## config.mk

```make
export PLATFORM = sky130hd
export DESIGN_NAME = game_score_ctrl
export DESIGN_NICKNAME = d
export VERILOG_FILES = /design/src/rtl/game_score_ctrl.sv
export SDC_FILE = /design/constraint.sdc
export NUM_CORES = 1
export LEC_CHECK = 0
export ABC_CLOCK_PERIOD_IN_PS = 2050
export CORE_ASPECT_RATIO = 0.75
export CORE_MARGIN = 5
export CORE_UTILIZATION = 40
export DETAILED_ROUTE_END_ITERATION = 8
export PLACE_DENSITY = 0.63
export SYNTH_ARGS = -nofsm -noshare
export SYNTH_HDL_FRONTEND = slang
export SYNTH_SLANG_ARGS = --single-unit
```

## constraint.sdc

```tcl
create_clock -name clk -period 2.05 [get_ports clk]
set_input_delay 0.41 -clock clk [delete_from_list [all_inputs] [get_ports clk]]
set_output_delay 0.41 -clock clk [all_outputs]
set_load 0.03 [all_outputs]
```

## src/rtl/game_score_ctrl.sv

```systemverilog
`default_nettype none
// ============================================================================
//  Module   : game_score_ctrl
//  Brief    : Game sequencer (IDLE/RUN/OVER) driven by the divider's game
//             tick; tracks score, lives, steps and level-up strobes, and
//             feeds the saturated score back to set the divider period.
//  Options  : define SCORE_BCD_EN to add the 3-digit BCD score output.
//  Revision : 1.0 - initial release
// ============================================================================
module game_score_ctrl #(
   parameter int MAX_SCORE = 999,
   parameter int LIVES     = 3,
   parameter int LIVES_W   = 2,
   parameter int LEVEL_PTS = 10
) (
   input  logic               clk,
   input  logic               clr,
   input  logic               tick,
   input  logic               start,
   input  logic               pause,
   input  logic               hit,
   input  logic               miss,
   output logic [9:0]         score,
   output logic [LIVES_W-1:0] lives,
   output logic [1:0]         state,
   output logic               step,
   output logic               level_up,
   output logic [15:0]        steps
`ifdef SCORE_BCD_EN
   ,
   output logic [11:0]        score_bcd
`endif
);

   localparam logic [1:0] c_IDLE = 2'd0;
   localparam logic [1:0] c_RUN  = 2'd1;
   localparam logic [1:0] c_OVER = 2'd2;

   localparam int                 c_LVL_W    = $clog2(LEVEL_PTS + 1);
   localparam logic [9:0]         c_MAX      = 10'(MAX_SCORE);
   localparam logic [LIVES_W-1:0] c_LIVES    = LIVES_W'(LIVES);
   localparam logic [LIVES_W-1:0] c_ONE      = LIVES_W'(1);
   localparam logic [c_LVL_W-1:0] c_LVL_LAST = c_LVL_W'(LEVEL_PTS - 1);

   logic [1:0]         r_state, w_state_nxt;
   logic [9:0]         r_score, w_score_nxt;
   logic [LIVES_W-1:0] r_lives, w_lives_nxt;
   logic [15:0]        r_steps, w_steps_nxt;
   logic [c_LVL_W-1:0] r_lvl,   w_lvl_nxt;
   logic               r_step,  w_step_nxt;
   logic               r_lvlup, w_lvlup_nxt;
   logic [11:0]        r_bcd,   w_bcd_nxt;

   // A start request from any legal state restarts the game; in the illegal
   // state it is ignored so recovery to IDLE is unconditional.
   logic w_clear;
   logic w_active;
   assign w_clear  = start && (r_state != 2'd3);
   assign w_active = (r_state == c_RUN) && !start && !pause;

   // State register
   always_ff @(posedge clk or posedge clr) begin
      if (clr) r_state <= c_IDLE;
      else     r_state <= w_state_nxt;
   end

   // Next-state decode: start wins, then pause, then the final-life miss
   always_comb begin
      w_state_nxt = r_state;
      case (r_state)
         c_IDLE:  if (start) w_state_nxt = c_RUN;
         c_RUN: begin
            if (start)
               w_state_nxt = c_RUN;
            else if (!pause && miss && (r_lives == c_ONE))
               w_state_nxt = c_OVER;
         end
         c_OVER:  if (start) w_state_nxt = c_RUN;
         default: w_state_nxt = c_IDLE;
      endcase
   end

   // Output/datapath decode: strobes default low, counters hold unless active
   always_comb begin
      w_score_nxt = r_score;
      w_lives_nxt = r_lives;
      w_steps_nxt = r_steps;
      w_lvl_nxt   = r_lvl;
      w_bcd_nxt   = r_bcd;
      w_step_nxt  = 1'b0;
      w_lvlup_nxt = 1'b0;
      if (w_clear) begin
         w_score_nxt = 10'd0;
         w_lives_nxt = c_LIVES;
         w_steps_nxt = 16'd0;
         w_lvl_nxt   = '0;
         w_bcd_nxt   = 12'd0;
      end else if (w_active) begin
         if (tick) begin
            w_step_nxt  = 1'b1;
            w_steps_nxt = r_steps + 16'd1;
         end
         // Saturated hits are not counted toward the level either
         if (hit && (r_score < c_MAX)) begin
            w_score_nxt = r_score + 10'd1;
            if (r_lvl == c_LVL_LAST) begin
               w_lvl_nxt   = '0;
               w_lvlup_nxt = 1'b1;
            end else begin
               w_lvl_nxt = r_lvl + 1'b1;
            end
            // Decimal ripple increment; the score cap keeps hundreds <= 9
            if (r_bcd[3:0] == 4'd9) begin
               w_bcd_nxt[3:0] = 4'd0;
               if (r_bcd[7:4] == 4'd9) begin
                  w_bcd_nxt[7:4]  = 4'd0;
                  w_bcd_nxt[11:8] = r_bcd[11:8] + 4'd1;
               end else begin
                  w_bcd_nxt[7:4] = r_bcd[7:4] + 4'd1;
               end
            end else begin
               w_bcd_nxt[3:0] = r_bcd[3:0] + 4'd1;
            end
         end
         if (miss && (r_lives != '0))
            w_lives_nxt = r_lives - c_ONE;
      end
   end

   // Datapath registers, all outputs come straight from flops
   always_ff @(posedge clk or posedge clr) begin
      if (clr) begin
         r_score <= 10'd0;
         r_lives <= c_LIVES;
         r_steps <= 16'd0;
         r_lvl   <= '0;
         r_bcd   <= 12'd0;
         r_step  <= 1'b0;
         r_lvlup <= 1'b0;
      end else begin
         r_score <= w_score_nxt;
         r_lives <= w_lives_nxt;
         r_steps <= w_steps_nxt;
         r_lvl   <= w_lvl_nxt;
         r_bcd   <= w_bcd_nxt;
         r_step  <= w_step_nxt;
         r_lvlup <= w_lvlup_nxt;
      end
   end

   assign score    = r_score;
   assign lives    = r_lives;
   assign state    = r_state;
   assign step     = r_step;
   assign level_up = r_lvlup;
   assign steps    = r_steps;
`ifdef SCORE_BCD_EN
   assign score_bcd = r_bcd;
`else
   logic w_bcd_unused;
   assign w_bcd_unused = ^r_bcd;
`endif

endmodule
`default_nettype wire

```

Word-level counts from Yosys, hierarchy flattened:

Cells that the tools add are included.

* add/subtract/negate cells: 4
* $mul: 0
* divide/modulo/power cells: 0
* order comparisons: 1
* equality and inequality tests: 7
* shift operators: 0
* multiplexer cells: 24
* bitwise logic cells: 0
* reductions and logical operators: 20

Operators by type and width (count)
* $mux 16: 3
* $mux 10: 3
* $add 16x1->16 const B: 1
* $mux 4: 4
* $mux 2: 6
* $add 10x1->10 const B: 1
* $lt 10x10->1 const B: 1
* $reduce_bool 2->1: 5
* $reduce_and 2->1: 4
* $logic_and 1x1->1: 7
* $mux 1: 7
* $add 4x1->4 const B: 1
* $eq 2x1->1 const B: 2
* $eq 4x4->1 const B: 1
* $pmux 2 s2: 1
* $ne 3x2->1 const B: 1
* $eq 2x2->1 const B: 1
* $logic_not 1->1: 2
* $logic_not 2->1: 1
* $ne 2x1->1 const B: 1
* $ne 2x2->1 const B: 1
* $reduce_or 2->1: 1
* $sub 2x1->2 const B: 1

* flip-flop bits (word level): 36
* latch bits: 0
* memory bits (writable): 0
* bits in read-only memories: 0
* input port bits: 7
* word-level logic and storage cells: 63
* memories kept: 0

Logic depth before layout (Yosys ltp):

* depth after elaboration: 6
* gate-level depth with buffers: 7

Worst setup path after synthesis:

OpenSTA, ideal clock, no wires.

* kind: register to register
* from: register r_score[0], in the netlist score[0]
* to: register r_score[5], in the netlist score[5]
* arrival time: 1.913 ns
* path slack: 0.059 ns
* stages on the path, launching flop included: 7
* buffers on the path: 1
* cells stage by stage: dfrtp_1 > ha_1 > a211oi_1 > o311ai_1 > buf_2 > or4_1 > a21oi_1

* cells in the longest elaborated chain, start to end: 4
* elaborated cells on any way between the ends: 8
* classes of those cells: add/sub (1); order compare (1); mux (3); reduce/logical (3)

RTL lines
* from (decl): RTL line 46 `logic [9:0] r_score, w_score_nxt;`
* from (signal assigned): RTL line 141 `r_score <= w_score_nxt;`
* $add 10x1->10 / $lt 10x10->1 (equally long branches): RTL line 105, 104
* $mux 10 / $logic_and 1x1->1 (equally long branches): RTL line 104 `if (hit && (r_score < c_MAX)) begin`
* $mux 10 / $reduce_bool 2->1 (equally long branches)
* $mux 10 / $reduce_and 2->1 (equally long branches)

Several ways; a longest one is shown, not always the timed one. The select of a mux whose other input is x is not followed.
A chain may end at the register's enable or synchronous reset.

Worst setup path in the final report:

* from: register r_lives[0], in the netlist lives[0]
* to: output port lives[0]

RTL lines
* from (decl): RTL line 47 `logic [LIVES_W-1:0] r_lives, w_lives_nxt;`
* from (signal assigned): RTL line 134 `r_lives <= c_LIVES;`
* from (signal assigned): RTL line 142 `r_lives <= w_lives_nxt;`
* to (decl): RTL line 24 `output logic [LIVES_W-1:0] lives,`

No word-level cell between the ends.

==> flow_metrics.tcl <==
set metrics [dict create \
    status "finished clean" \
    critPathSlowestCell "clkdlybuf4s50_1" \
    synth.largest_area_cell "dfrtp_1" \
    grt_pass1_vias 1595 \
    chipHeight_um 69.3 \
    met3_wirelength_um 206 \
    hold-worst-slack_ps 515 \
    synth_nets 208 \
    period_share_pct 93.6 \
    postRouteAntennaNets 0 \
    wl_met2_um 1870 \
    cpLargestDelayFamily "buffers and inverters" \
    cts_buffer_depth 2 \
    ys_ff_latch 36 \
    cts_sinks 36 \
    htreeDepth 2 \
    grt_pass1_wl_um 7620 \
    clk_latency_ps 280 \
    drt_iter0_markers 71 \
    synth.distinct_cells 34 \
    final_area_um2 2530 \
    cp_max_fo 3 \
    synth_most_common_cell "dfrtp_1" \
    wire_per_inst_um 14.3 \
    met1_length_um 2290 \
    placed_cells_incl_taps 296 \
    ys_top_cells_by_count "34 x dfrtp_1, 15 x nand2_1, 15 x nand3_1, 14 x a21oi_1, 13 x inv_1" \
    syn_area_um2 1880 \
    fin_ws_ps 132 \
    rsz0062_at_grt "false" \
    min_path_type "flip-flop to flip-flop" \
    grt_start_max_net_pins 37 \
    synth_area_leaders "dfrtp_1 45%, ha_1 4.0%, nand3_1 4.0%" \
    clockRootBuffer "clkbuf_8" \
    num_antenna_cells 0 \
    crit_chain "clkdlybuf4s50_1" \
    synthFlopType "dfrtp_1" \
    final_hold_viol_count 0 \
    cts_buffers 5 \
    highest_layer "met4" \
    grt_use_total_pct 15.4 \
    nets 262 \
    pre_cts_slack_ps -403 \
    port-buffer-count 38 \
    cts_hold_buffers 0 \
    cts_tree "yes" \
    p_per_area_nw_per_um2 545 \
    leakage_nw 1.08 \
    hpwl_um 3120 \
    syn2layout_area_growth_pct 34.8 \
    dr_total_vias 1624 \
    die_w_um 89.1 \
    fin_cells 307 \
    finalSetupTns_ps 0 \
    drt-total-wl_um 4400 \
    die_area_um2 6180 \
    ioPinCount 39 \
    period_needed_ps 1920 \
    synth_edf_count 0 \
    firstDrtPassIters 6 \
    fmax_mhz 521 \
    relSlewSlack_pct 68.3 \
    syn_avg_cell_area_um2 9.63 \
    arrival_ps 1510 \
    fp-row-count 21 \
    gp_congestion 0.758 \
    crit_buf_inv 1 \
    peakVddDrop_uv 386 \
    antenna_found_initial 0 \
    tightestPinTransition_ps 475 \
    netlist_instances 195 \
    layout-drive-gt1-share_pct 12.4 \
    fp.coreArea_um2 4490 \
    ys_seq_area_share_pct 48.1 \
    clkTransAtPathRegs_ps 70 \
    cp-start-kind "flip-flop" \
    grt_overflow 0 \
    crit_type "flip-flop to output pin" \
    slew_viol_final 0 \
    setup_viol 0 \
    async_flop_share_pct 100 \
    clock_skew_ps 7.57 \
    yosys_warnings 0 \
    max_stage_delay_ps 680 \
    end_kind "output pin" \
    yosysTopAreaCellShare_pct 45.3 \
    vias_per_cell 5.29 \
    drc 0 \
    place_area_um2 2410 \
    start_util_pct 41.8 \
    max_cap_violations 0 \
    crit_required_ps 1640 \
]
-- kinds of logic (layout without fill, tap and decap cells) --
logic type	Yosys count	count (layout)	share of synthesized area, %
AND/OR/NAND/NOR	78	78	23.6
AO/OA/AOI/OAI	45	45	15.7
flip-flops	36	36	48.1
buffers and inverters	21	76	4.33
XOR/XNOR	7	7	3.26
adder cells (fa/ha/maj)	6	6	4.00
multiplexers	2	2	1.07
-- metrics by stage --
stage | util [%] | power (W)
2_1_floorplan | - | 0.000831
3_3_place_gp | 53.6 | 0.000904
3_5_place_dp | 53.6 | 0.000905
4_1_cts | 55.7 | 0.00140
5_1_grt | 56.4 | 0.00144
6_report | 56.4 | 0.00138
-- power by group --
| group | switching, W | internal, W |
|---|---|---|
| clock network | 0.000244 | 0.000239 |
| logic | 0.0000935 | 0.0000672 |
| registers | 0.0000117 | 0.000724 |
-- worst paths after layout --
| check | start | end | slack [ps] | cells past startpoint |
|---|---|---|---|---|
| max in group asynchronous | clr | lives[1] | 1140 | 3 |
| min | lives[1] | lives[1] | 520 | 2 |
| min in group asynchronous | clr | steps[14] | 540 | 3 |
| max reg2reg | score[1] | score[9] | 200 | 5 |
| max | lives[0] | lives[0] | 130 | 1 |
| min reg2reg | lives[1] | lives[1] | 520 | 2 |
-- state kept, by name, summed over array words and instances (netlist names) --
register,cells
steps,16
score,10
r_lvl,4
lives,2
state,2
level_up,1
step,1
-- what timing repair did --
| action | in CTS | in global routing |
|---|---|---|
| buffers inserted | 1 | 2 |
| endpoints found under the setup margin | 4 | 12 |
| hold endpoints to repair | 0 | 0 |
| pin swaps | 2 | 1 |
| gates resized for setup | 2 | 3 |
-- layout by cell type, fill, tap and decap left out, types with 6 or more instances in the layout --
master and count:
o21ai_0 8, ha_1 6, clkdlybuf4s50_1 36, nor2_1 10, nand2_1 15, a21oi_1 14, dfrtp_1 34, o31ai_1 9
inv_1 13, xor2_1 6, nand4_1 8, or4_1 9, buf_4 17, nand3_1 13
-- layout make-up --
type	count	area (um^2)
Inverter	13	48.8
Tap cell	57	71.3
Timing Repair Buffer	55	509
Multi-Input combinational cell	138	918
Fill cell	412	1960
Sequential cell	36	903
Clock buffer	7	76.3
Clock inverter	1	5.00
-- per-layer routing --
layer | vias up | GRT usage, %
li1 | 824 | -
met1 | 766 | 23.0
met2 | 32 | 21.8
met3 | 2 | 3.92
met4 | 0 | 4.13
met5 | - | 0
No activity file was read; power rests on OpenSTA's default activity.
